<file path="config.mk">
export PLATFORM = sky130hd
export DESIGN_NAME = memory_arbiter
export DESIGN_NICKNAME = d
export VERILOG_FILES = /design/src/rtl/memory_pkg.sv /design/src/rtl/memory_arbiter_select.sv /design/src/rtl/memory_arbiter.sv
export SDC_FILE = /design/constraint.sdc
export NUM_CORES = 1
export LEC_CHECK = 0
export CORE_AREA = 2 2 121 123
export DETAILED_ROUTE_END_ITERATION = 16
export DIE_AREA = 0 0 123 125
export MAX_ROUTING_LAYER = met4
export PLACE_DENSITY = 0.77
export RECOVER_POWER = 50
export SYNTH_ARGS = -nofsm -noshare
export SYNTH_HDL_FRONTEND = slang
export SYNTH_SLANG_ARGS = --single-unit
</file>
<file path="constraint.sdc">
create_clock -name clk -period 2.45 [get_ports clk]
set_input_delay 0.245 -clock clk [delete_from_list [all_inputs] [get_ports clk]]
set_output_delay 0.245 -clock clk [all_outputs]
set_load 0.005 [all_outputs]
</file>
<file path="src/rtl/memory_pkg.sv">
// Shared encodings for memory_arbiter: bus transfer types, transfer sizes,
// requester ids, the owner tag carried down the pipeline, and reset values.
package memory_pkg;

  localparam logic [1:0] TRANS_IDLE   = 2'b00;
  localparam logic [1:0] TRANS_BUSY   = 2'b01;
  localparam logic [1:0] TRANS_NONSEQ = 2'b10;
  localparam logic [1:0] TRANS_SEQ    = 2'b11;

  localparam logic [1:0] SIZE_BYTE = 2'b00;
  localparam logic [1:0] SIZE_HALF = 2'b01;
  localparam logic [1:0] SIZE_WORD = 2'b10;

  localparam logic [1:0] SIZE_RST = SIZE_WORD;
  localparam logic [1:0] PROT_RST = 2'b10;

  typedef enum logic {
    PORT_I = 1'b0,
    PORT_D = 1'b1
  } port_e;

  typedef struct packed {
    logic  vld;
    port_e port;
  } tag_t;

endpackage

</file>
<file path="src/rtl/memory_arbiter_select.sv">
// Combinational grant picker. Round-robin on contention when
// MEMORY_ARBITER_RR_EN is defined, otherwise data port beats instruction port.
module memory_arbiter_select
  import memory_pkg::*;
(
  input  logic clk,
  input  logic n_reset,
  input  logic i_req,
  input  logic d_req,
  output logic i_gnt,
  output logic d_gnt
);

`ifdef MEMORY_ARBITER_RR_EN
  port_e r_last;

  always_ff @(posedge clk or negedge n_reset) begin
    if (!n_reset) begin
      r_last <= PORT_I;
    end else if (i_gnt) begin
      r_last <= PORT_I;
    end else if (d_gnt) begin
      r_last <= PORT_D;
    end
  end

  always_comb begin
    i_gnt = 1'b0;
    d_gnt = 1'b0;
    if (n_reset) begin
      if (i_req && d_req) begin
        // The port that has waited longest since its last grant wins.
        d_gnt = (r_last == PORT_I);
        i_gnt = (r_last == PORT_D);
      end else begin
        i_gnt = i_req;
        d_gnt = d_req;
      end
    end
  end
`else
  logic w_unused_clk;
  assign w_unused_clk = clk;

  always_comb begin
    d_gnt = n_reset & d_req;
    i_gnt = n_reset & i_req & ~d_req;
  end
`endif

endmodule

</file>
<file path="src/rtl/memory_arbiter.sv">
// Shares one pipelined memory interface between instruction and data ports.
// Arbitration policy lives in memory_arbiter_select (MEMORY_ARBITER_RR_EN).
module memory_arbiter
  import memory_pkg::*;
#(
  parameter int ADDR_W = 32,
  parameter int DATA_W = 32
) (
  input  logic              clk,
  input  logic              n_reset,
  input  logic              i_req,
  input  logic [ADDR_W-1:0] i_addr,
  input  logic [1:0]        i_size,
  input  logic [1:0]        i_prot,
  output logic              i_gnt,
  output logic              i_done,
  output logic [DATA_W-1:0] i_rdata,
  output logic              i_abort,
  input  logic              d_req,
  input  logic [ADDR_W-1:0] d_addr,
  input  logic [DATA_W-1:0] d_wdata,
  input  logic              d_write,
  input  logic [1:0]        d_size,
  input  logic [1:0]        d_prot,
  output logic              d_gnt,
  output logic              d_done,
  output logic [DATA_W-1:0] d_rdata,
  output logic              d_abort,
  output logic [ADDR_W-1:0] addr,
  output logic [DATA_W-1:0] wdata,
  output logic              write,
  output logic [1:0]        size,
  output logic [1:0]        prot,
  output logic [1:0]        trans,
  input  logic [DATA_W-1:0] rdata,
  input  logic              abort
);

  logic              w_any_gnt;
  port_e             w_win_port;
  logic [ADDR_W-1:0] w_win_addr;
  logic              w_win_write;
  logic [1:0]        w_win_size;
  logic [1:0]        w_win_prot;
  logic [ADDR_W-1:0] w_addr_inc;
  logic              w_seq;

  logic [ADDR_W-1:0] r_addr;
  logic [DATA_W-1:0] r_wdata;
  logic              r_write;
  logic [1:0]        r_size;
  logic [1:0]        r_prot;
  logic [1:0]        r_trans;
  tag_t              r_ap_tag;
  tag_t              r_dp_tag;

  memory_arbiter_select u_select (
    .clk     (clk),
    .n_reset (n_reset),
    .i_req   (i_req),
    .d_req   (d_req),
    .i_gnt   (i_gnt),
    .d_gnt   (d_gnt)
  );

  assign w_any_gnt  = i_gnt | d_gnt;
  assign w_addr_inc = r_addr + ADDR_W'(1);

  always_comb begin
    w_win_port  = d_gnt ? PORT_D : PORT_I;
    w_win_addr  = d_gnt ? d_addr : i_addr;
    w_win_write = d_gnt & d_write;
    w_win_size  = d_gnt ? d_size : i_size;
    w_win_prot  = d_gnt ? d_prot : i_prot;
    // The address-phase tag is exactly the transfer issued last cycle.
    w_seq = r_ap_tag.vld && (r_ap_tag.port == w_win_port) &&
            (r_write == w_win_write) && (w_win_addr == w_addr_inc);
  end

  always_ff @(posedge clk or negedge n_reset) begin
    if (!n_reset) begin
      r_addr   <= '0;
      r_wdata  <= '0;
      r_write  <= 1'b0;
      r_size   <= SIZE_RST;
      r_prot   <= PROT_RST;
      r_trans  <= TRANS_IDLE;
      r_ap_tag <= '0;
      r_dp_tag <= '0;
    end else begin
      r_dp_tag <= r_ap_tag;
      r_ap_tag <= '{vld: w_any_gnt, port: w_win_port};
      if (w_any_gnt) begin
        r_addr  <= w_win_addr;
        r_write <= w_win_write;
        r_size  <= w_win_size;
        r_prot  <= w_win_prot;
        r_trans <= w_seq ? TRANS_SEQ : TRANS_NONSEQ;
        if (d_gnt) begin
          r_wdata <= d_wdata;
        end
      end else begin
        r_write <= 1'b0;
        r_trans <= TRANS_IDLE;
      end
    end
  end

  assign addr  = r_addr;
  assign wdata = r_wdata;
  assign write = r_write;
  assign size  = r_size;
  assign prot  = r_prot;
  assign trans = r_trans;

  assign i_done  = r_dp_tag.vld && (r_dp_tag.port == PORT_I);
  assign d_done  = r_dp_tag.vld && (r_dp_tag.port == PORT_D);
  assign i_rdata = i_done ? rdata : '0;
  assign d_rdata = d_done ? rdata : '0;
  assign i_abort = i_done & abort;
  assign d_abort = d_done & abort;

endmodule

</file>
; ---- Word-level counts from Yosys, hierarchy flattened
; Index checks and enable logic that the tools add are counted.
[totals]
regBits = 75
in_bits = 142
out_inout_bits = 141
elab_cells = 38
[classes]
add_sub_neg = 1
eq_ne = 3
muxes = 9
bitwise_logic = 9
n_reduce_logical = 6
[op_table]
columns = cell, n
row1 = $mux W32, 3
row2 = $add A32 B1 Y32 const B, 1
row3 = $eq A32 B32 Y1, 1
row4 = $and A1 B1 Y1, 6
row5 = $mux W2, 3
row6 = $logic_and A1 B1 Y1, 5
row7 = $mux W1, 3
row8 = $eq A1 B1 Y1, 2
row9 = $not A1 Y1, 2
row10 = $reduce_and A2 Y1, 1
row11 = $or A1 B1 Y1, 1

; ---- Logic depth before layout (Yosys ltp)
; Gate-level depths: netlist (run 1).
[logic_depth]
word_depth = 8
mapped_depth = 11
depth_no_buf = 8

; ---- Hierarchy
; Synthesis (run 1) repeated with hierarchy kept, for this count alone.
[hier_totals]
hier_cells = 505
hier_area_um2 = 4912.2
[modules_own_cells]
columns = module, n_inst, cells_each, area_each_um2, seq_area_each_um2
row1 = memory_arbiter, 1, 503, 4895.9, 1854.3
row2 = memory_arbiter_select, 1, 2, 16.3, 0.0

; ---- Worst setup path after synthesis (run 1)
; Ideal clock, no wire load.
[synth_path]
path_kind = reg-to-reg
startpoint = register r_addr[0], in the netlist addr[0]
endpoint = register r_trans[0], in the netlist trans[0]
setup_ns = 0.096
arrival_time_ns = 2.456
required_ns = 2.354
path_slack_ns = -0.102
stages_incl_launch_ff = 10
path_buffers = 1
period_less_slack_ns = 2.552
cell_sequence = dfrtp_1 > ha_1 > nand3_1 > or4_4 > buf_6 > mux2i_1 > mux2i_1 > mux2i_1 > or4_1 > nor4_2
[synth_via]
elab_chain_cells = 5
[synth_rtl]
columns = element, line
row1 = from (decl), memory_arbiter.sv:48  ; logic [ADDR_W-1:0] r_addr;
row2 = from (signal assigned), memory_arbiter.sv:94  ; r_addr <= w_win_addr;
row3 = $add A32 B1 Y32, memory_arbiter.sv:67  ; assign w_addr_inc = r_addr + ADDR_W'(1);
row4 = $eq A32 B32 Y1, memory_arbiter.sv:77  ; (r_write == w_win_write) && (w_win_addr == w_addr_inc);
row5 = $logic_and A1 B1 Y1, memory_arbiter.sv:77
row6 = $mux W1, memory_arbiter.sv:98  ; r_trans <= w_seq ? TRANS_SEQ : TRANS_NONSEQ;
row7 = $mux W2, memory_arbiter.sv:93  ; if (w_any_gnt) begin
row8 = to (signal assigned), memory_arbiter.sv:98
row9 = to (decl), memory_arbiter.sv:53  ; logic [1:0] r_trans;
; No other way between the ends.
; A chain may end at the register's enable or synchronous reset.

; ---- Worst setup path after layout (run 1)
; Same ends and word-level chain as after synthesis.

==> flow_summary.toml, run 1 <==
[power]
vdd_drop_max_mv = 0.5759
p_sw_w = 0.001202
combinationalPowerShare_pct = 34.2
power_density_nw_per_um2 = 514.6
internal_power_w = 0.003066
swShare_pct = 28.15
p_seq_share_pct = 35.7
clkPwrFrac_pct = 30.1
power.leakage_nw = 3.407
finalPower_w = 0.004268

[sta]
max_freq_mhz = 430.4
worstMarginPinSlew_ns = 1.302
slew_headroom_pct = 13.21
fin_skew_ns = 0.001671
slew_violations = 0
finalSetupViolCount = 0
post-route-period-util_pct = 94.83
fin_ws_ns = 0.1267
finalHoldViolCount = 0
rsz0062_at_grt = "no"
period_minus_slack_ns = 2.323

[grt]
grt_max_degree = 55
grtUsageMet2_pct = 35.91
overflow = 0
grt_pass1_wl_mm = 26.36
use_met3_pct = 6.478
use_met1_pct = 28.67
antenna_found_initial = 1
track_usage_pct = 22.78
grt_most_used_layer = "met2"
grt_pass1_vias = 4934

[finish]
fin_nets = 936
syn_to_final_growth_pct = 77.55
final_common_cell = "clkdlybuf4s50_1"
mostFrequentLayoutCells = "279 x clkdlybuf4s50_1, 72 x dfrtp_1, 46 x nand2_1"
post-route-util_pct = 58.39
final_area_um2 = 8293
drive_gt1_share_pct = 14.68

[route]
wl_mm = 17.02
final_antenna_net_count = 0
wire_per_inst_um = 17.33
first_pass_iters = 4
drt-initial-drc-count = 323
vias = 4823
drc = 0
vias_per_cell = 4.911

[critical_path]
cp_max_fo = 8
worst_path_largest_cell_delay_ns = 0.50
worst_path_dominant_cell_family = "simple AND/OR/NAND/NOR gates"
cp.required_ns = 2.70
path_cells = "ha_2, nand3_2, or4_4, mux2i_1, mux2i_1, mux2i_1, or4_1, nor4_2"
start_kind = "flip-flop"
critical_path.slowest_cell = "or4_4"
crit_type = "reg2reg"
crit_buf_inv = 0
arrival_ns = 2.57
cp-end-kind = "flip-flop"
crit_top_cell = "mux2i_1"

[placed_design]
post-place-ws_ns = -0.3904
port_buffers = 282
dp_hpwl_mm = 13.46
place_area_um2 = 7994
globalplace.congestion = 0.9709

[synthesis]
synth_simple_gate_area_share_pct = 24.08
yosysSeqAreaShare_pct = 39.70
synth_compound_area_share_pct = 7.902
synth_area_um2 = 4671
synth-edff-count = 0
synth_cell_types = 60
synthAdderAreaFrac_pct = 0.2679
syn_inst = 478
ys.flop_type = "dfrtp_1"
syn_avg_cell_area_um2 = 9.771
synth.net_count = 621
synth_warnings = 0
muxShareOfSynthArea_pct = 15.89
synth_top_family_by_area = "simple AND/OR/NAND/NOR gates"
synthArstFlopShare_pct = 100.0
ys_ff_latch = 74
synth_xor_area_share_pct = 8.626

[cts]
cts.path.max_buffers = 2
clk_latency_ns = 0.34
clkSinkCount = 74
cts_buffers = 9
clk_pin_slew_ns = 0.06
cts.htree.levels = 3
cts_tree = "built"
root_buffer = "clkbuf_16"

[hold_path]
hp-class = "in2async"

[flow_run]
maxCapViolCount = 0

[floorplan]
core_um2 = 14200
die_area_um2 = 15380
dieHeight_um = 125
die_w_um = 123
rows = 44
start_util_pct = 32.88
ios = 283

[outcome]
status = "finished clean"
[flip-flops by register name, summed over array words and instances, names as in the netlist]
name and flops:
write 1, addr 32, size 2, r_ap_tag 2, prot 2, wdata 32, r_dp_tag 2, trans 1
[power by group through the flow]
stage | clock network [W] | registers, W | logic, W
floorplan | 0 | 0.00157 | 0.000502
global placement | 0 | 0.00153 | 0.00143
detailed placement | 0 | 0.00154 | 0.00146
CTS | 0.00133 | 0.00152 | 0.00147
global route | 0.00137 | 0.00155 | 0.00158
finish | 0.00128 | 0.00152 | 0.00146
[path summary, 6_finish.rpt]
path / from / endpoint / slack, ns / cells after the start
setup reg to reg: addr[0]$_DFFE_PN0P_ / trans[0]$_DFF_PN0_ / 0.13 / 8
hold / removal: n_reset / size[1]$_DFFE_PN1P_ / 0.15 / 2
setup / recovery: addr[0]$_DFFE_PN0P_ / trans[0]$_DFF_PN0_ / 0.13 / 8
hold reg to reg: r_ap_tag[0]$_DFF_PN0_ / r_dp_tag[0]$_DFF_PN0_ / 0.42 / 0
max in group asynchronous: n_reset / addr[4]$_DFFE_PN0P_ / 1.01 / 3
min in group clk: d_req / write$_DFF_PN0_ / 0.42 / 3
[per-stage QoR]
step | cells | TNS, ns | hold WS, ns
5_1_grt | 982 | 0 | 0.1701
3_5_place_dp | 962 | -0.3904 | 0.09181
2_1_floorplan | 478 | 0 | -0.05059
4_1_cts | 980 | 0 | 0.02592
3_3_place_gp | 962 | -0.3315 | 0.08959
6_report | 982 | 0 | 0.1520
[metal layers]
layer | up-vias | part of all wire, %
met5 | - | 0
met4 | 0 | 1.8
met3 | 25 | 7.0
met2 | 192 | 48
met1 | 2288 | 44
li1 | 2318 | -
[cell type report]
cell class / count / area (um2)
fillers: 1225 / 5911
repair buffers: 333 / 3212
multi-input cells: 368 / 2681
flip-flops and latches: 74 / 1854
well taps: 184 / 230.2
clock buffers: 10 / 229.0
clock inverters: 5 / 56.30
inverters: 7 / 27.53
diodes: 1 / 2.502
[Yosys cell counts (all sizes together), types with 2 or more instances]
| cell | n | area [um2] |
|---|---|---|
| dfrtp | 72 | 1802 |
| nand2 | 47 | 192.7 |
| and3 | 41 | 257.8 |
| o21ai | 39 | 195.2 |
| and2 | 37 | 231.5 |
| mux2i | 37 | 370.4 |
| mux2 | 33 | 371.6 |
| xnor2 | 29 | 254.0 |
| nand3 | 20 | 112.6 |
| clkbuf | 18 | 67.56 |
| xor2 | 17 | 148.9 |
| buf | 11 | 68.81 |
| nand4 | 11 | 83.83 |
| nor2 | 8 | 30.03 |
| inv | 7 | 28.78 |
| nor3 | 5 | 30.03 |
| o211ai | 5 | 37.54 |
| nor4 | 4 | 46.29 |
| or4 | 4 | 35.03 |
| and4 | 3 | 26.28 |
| or3 | 3 | 20.02 |
| a21oi | 2 | 10.01 |
| a31oi | 2 | 12.51 |
| dfstp | 2 | 52.55 |
[logic make-up (layout without fill, tap and decap cells)]
group,Yosys count,in the layout
XOR/XNOR,46,46
multiplexers,70,70
other,0,1
buffers and inverters,36,355
adder cells (fa/ha/maj),1,1
AND/OR/NAND/NOR,190,190
flip-flops,74,74
AO/OA/AOI/OAI,61,61
[what timing repair did]
item | 4_1_cts | 5_1_grt
setup endpoints to repair | 1 | 1
hold buffers | 3 | 0
hold endpoints to repair | 3 | 0
buffers inserted | 0 | 1
resized for setup | 1 | 6
pin swaps | 0 | 3
Note: power is estimated with default switching activity, not from simulation.
==> inputs of run 2 (changes only) <==
--- a/config.mk
+++ b/config.mk
@@ -5,12 +5,13 @@
 export SDC_FILE = /design/constraint.sdc
 export NUM_CORES = 1
 export LEC_CHECK = 0
-export CORE_AREA = 2 2 121 123
+export CORE_AREA = 2 2 122 124
 export DETAILED_ROUTE_END_ITERATION = 16
-export DIE_AREA = 0 0 123 125
+export DIE_AREA = 0 0 124 126
 export MAX_ROUTING_LAYER = met4
-export PLACE_DENSITY = 0.77
+export PLACE_DENSITY = 0.78
 export RECOVER_POWER = 50
 export SYNTH_ARGS = -nofsm -noshare
 export SYNTH_HDL_FRONTEND = slang
+export SYNTH_HIERARCHICAL = 1
 export SYNTH_SLANG_ARGS = --single-unit
==> run 2 against run 1 <==
The run now ends with max-capacitance violations, max-slew violations left. Synthesized cell count increased by 5.6%. Sequential share of layout area down 0.88 points. Clock power about the same. Routed wire length grew 6.4%. Global-route usage grew 0.52 points. Largest cell class unchanged.
==> flow_summary.toml, run 2 <==
[outcome]
status = "complete, but fails checks"
violations = "max-capacitance violations, max-slew violations"

[grt]
grt_max_degree = 75
grt_pass1_vias = 5202
grt_pass1_wl_mm = 27.48
antenna_found_initial = 0
overflow = 0
track_usage_pct = 23.30

[cts]
cts_buffers = 9
cts.htree.levels = 3
clk_pin_slew_ns = 0.06
holdBufCountCts = 0
clkSinkCount = 74
cts.path.max_buffers = 2
clk_latency_ns = 0.35
cts_tree = "built"
root_buffer = "clkbuf_16"

[sta]
fin_skew_ns = 0.006282
slew_violations = 75
max_freq_mhz = 429.8
finalSetupViolCount = 0
finalHoldViolCount = 0
period_minus_slack_ns = 2.327
post-route-period-util_pct = 94.97
worstMarginPinSlew_ns = 1.891
slew_headroom_pct = -26.05
setup-tns-final_ns = 0

[synthesis]
synth_xor_area_share_pct = 7.845
synth_compound_area_share_pct = 6.852
synth_top_area_cell = "dfrtp_1"
synth.most_common_cell = "dfrtp_1"
yosysSeqAreaShare_pct = 37.75
synth_warnings = 6
ys_ff_latch = 74
muxShareOfSynthArea_pct = 22.13
synth_commonest_cells = "72 x dfrtp_1, 70 x mux2i_1, 46 x nand2_1, 40 x and3_1, 36 x and2_1"
syn_avg_cell_area_um2 = 9.727
synthArstFlopShare_pct = 100.0
synth.top_cells.by_area = "dfrtp_1 37%, mux2i_1 14%, mux2_2 7.6%"
synth_top_family_by_area = "multiplexers"
synth.net_count = 648
synth.top_cell.area_share_pct = 36.68
synth_simple_gate_area_share_pct = 21.70
ys.flop_type = "dfrtp_1"
syn_inst = 505
synth-edff-count = 0
synth_cell_types = 52
synth_area_um2 = 4912
synthAdderAreaFrac_pct = 0.2547

[finish]
final_common_cell = "clkdlybuf4s50_1"
post-route-util_pct = 60.30
mostFrequentLayoutCells = "264 x clkdlybuf4s50_1, 72 x dfrtp_1, 62 x mux2i_1"
final_area_um2 = 8631
syn_to_final_growth_pct = 75.70
diodes = 0
drive_gt1_share_pct = 15.38
fin_nets = 957
fin_cells = 1003
nFillCells = 1199

[power]
power_density_nw_per_um2 = 510.8
power.leakage_nw = 3.494
combinationalPowerShare_pct = 35.9
p_seq_share_pct = 34.8
vdd_drop_max_mv = 0.4473
swShare_pct = 30.69
clkPwrFrac_pct = 29.3
internal_power_w = 0.003055
finalPower_w = 0.004408
p_sw_w = 0.001353

[critical_path]
cp.required_ns = 2.70
worst_path_dominant_cell_family = "simple AND/OR/NAND/NOR gates"
start_kind = "flip-flop"
cp_max_fo = 8
worst_path_largest_cell_delay_ns = 0.59
path_cells = "nand3_4, or4_4, mux2_4, a211oi_4, o2111ai_2, nor4b_2"
cp-end-kind = "flip-flop"
crit_buf_inv = 0
crit_type = "reg2reg"
arrival_ns = 2.58
critical_path.slowest_cell = "or4_4"

[floorplan]
core_um2 = 14310
die_area_um2 = 15620
ios = 283
start_util_pct = 34.32
dieHeight_um = 126
die_w_um = 124
rows = 44

[placed_design]
port_buffers = 282
placed_cells = 982
globalplace.congestion = 0.9606
dp_hpwl_mm = 13.99
place_area_um2 = 8163

[route]
first_pass_iters = 4
vias_per_cell = 5.095
wl_mm = 18.10
final_antenna_net_count = 0
drc = 0
drt-initial-drc-count = 287
vias = 5110
wire_per_inst_um = 18.05

[hold_path]
hp-class = "reg2reg"

[flow_run]
maxCapViolCount = 1
## run 2: area by class of cell
class | instances | area [um2] | area share (%)
clock buffer | 9 | 225.2 | 2.609
clock inverter | 7 | 58.81 | 0.6814
inverter | 4 | 15.01 | 0.1740
multi-input combinational | 391 | 2994 | 34.69
sequential | 74 | 1854 | 21.48
tap | 184 | 230.2 | 2.667
timing repair buffer | 334 | 3253 | 37.69
## run 2: worst paths after layout
check / start / slack (ns) / cells past startpoint / endpoint
worst min-delay path: r_ap_tag[0]$_DFF_PN0_ / 0.42 / 0 / r_dp_tag[0]$_DFF_PN0_
min in group asynchronous: n_reset / 0.59 / 2 / addr[5]$_DFFE_PN0N_
worst max register to register: addr[4]$_DFFE_PN0N_ / 0.12 / 6 / trans[0]$_DFF_PN0_
worst max-delay path: addr[4]$_DFFE_PN0N_ / 0.12 / 6 / trans[0]$_DFF_PN0_
worst min register to register: r_ap_tag[0]$_DFF_PN0_ / 0.42 / 0 / r_dp_tag[0]$_DFF_PN0_
max in group asynchronous: n_reset / 0.72 / 2 / addr[30]$_DFFE_PN0N_
## run 2: cell families (layout without fill, tap and decap cells)
| group | count (synthesis) | count (layout) |
|---|---|---|
| fa+ha+maj | 1 | 1 |
| xor+xnor | 44 | 44 |
| compound gates | 57 | 57 |
| flops | 74 | 74 |
| buf+inv | 40 | 354 |
| simple gates | 185 | 185 |
| mux | 104 | 104 |
## run 2: worst register-to-register path, cell delays in order, from the launching register on
cell and delay (ns):
dfrtp_1 0.47, nand3_4 0.18, or4_4 0.59, mux2_4 0.33
a211oi_4 0.24, o2111ai_2 0.17, nor4b_2 0.25
## run 2: per-stage QoR
| step | hold slack [ns] | worst slack, ns |
|---|---|---|
| 2_1_floorplan | -0.05059 | 0.1358 |
| 3_3_place_gp | 0.3928 | -0.3113 |
| 3_5_place_dp | 0.4013 | -0.3776 |
| 4_1_cts | 0.2074 | 0.0005085 |
| 5_1_grt | 0.4237 | -0.0004896 |
| 6_report | 0.4219 | 0.1233 |
## run 2: timing repair
action,in CTS,in global routing
endpoints found under the setup margin,1,1
gates cloned,0,1
pin swaps,1,9
setup buffers,0,4
resized for setup,3,26
## run 2: power by group through the flow
stage               sequential [W]  clock, W  combinational [W]
finish                     0.00153   0.00129            0.00158
global route               0.00156   0.00136            0.00171
CTS                        0.00154   0.00132            0.00156
detailed placement         0.00155         0            0.00155
global placement           0.00154         0            0.00152
floorplan                  0.00156         0           0.000572
## run 2: per-layer routing
metal	GRT usage [%]	share of wire, %	vias to the layer above
met2	37.33	49	200
met3	7.246	7.9	20
met1	28.31	41	2478
li1	-	-	2412
met4	6.411	1.8	0
met5	-	0	-
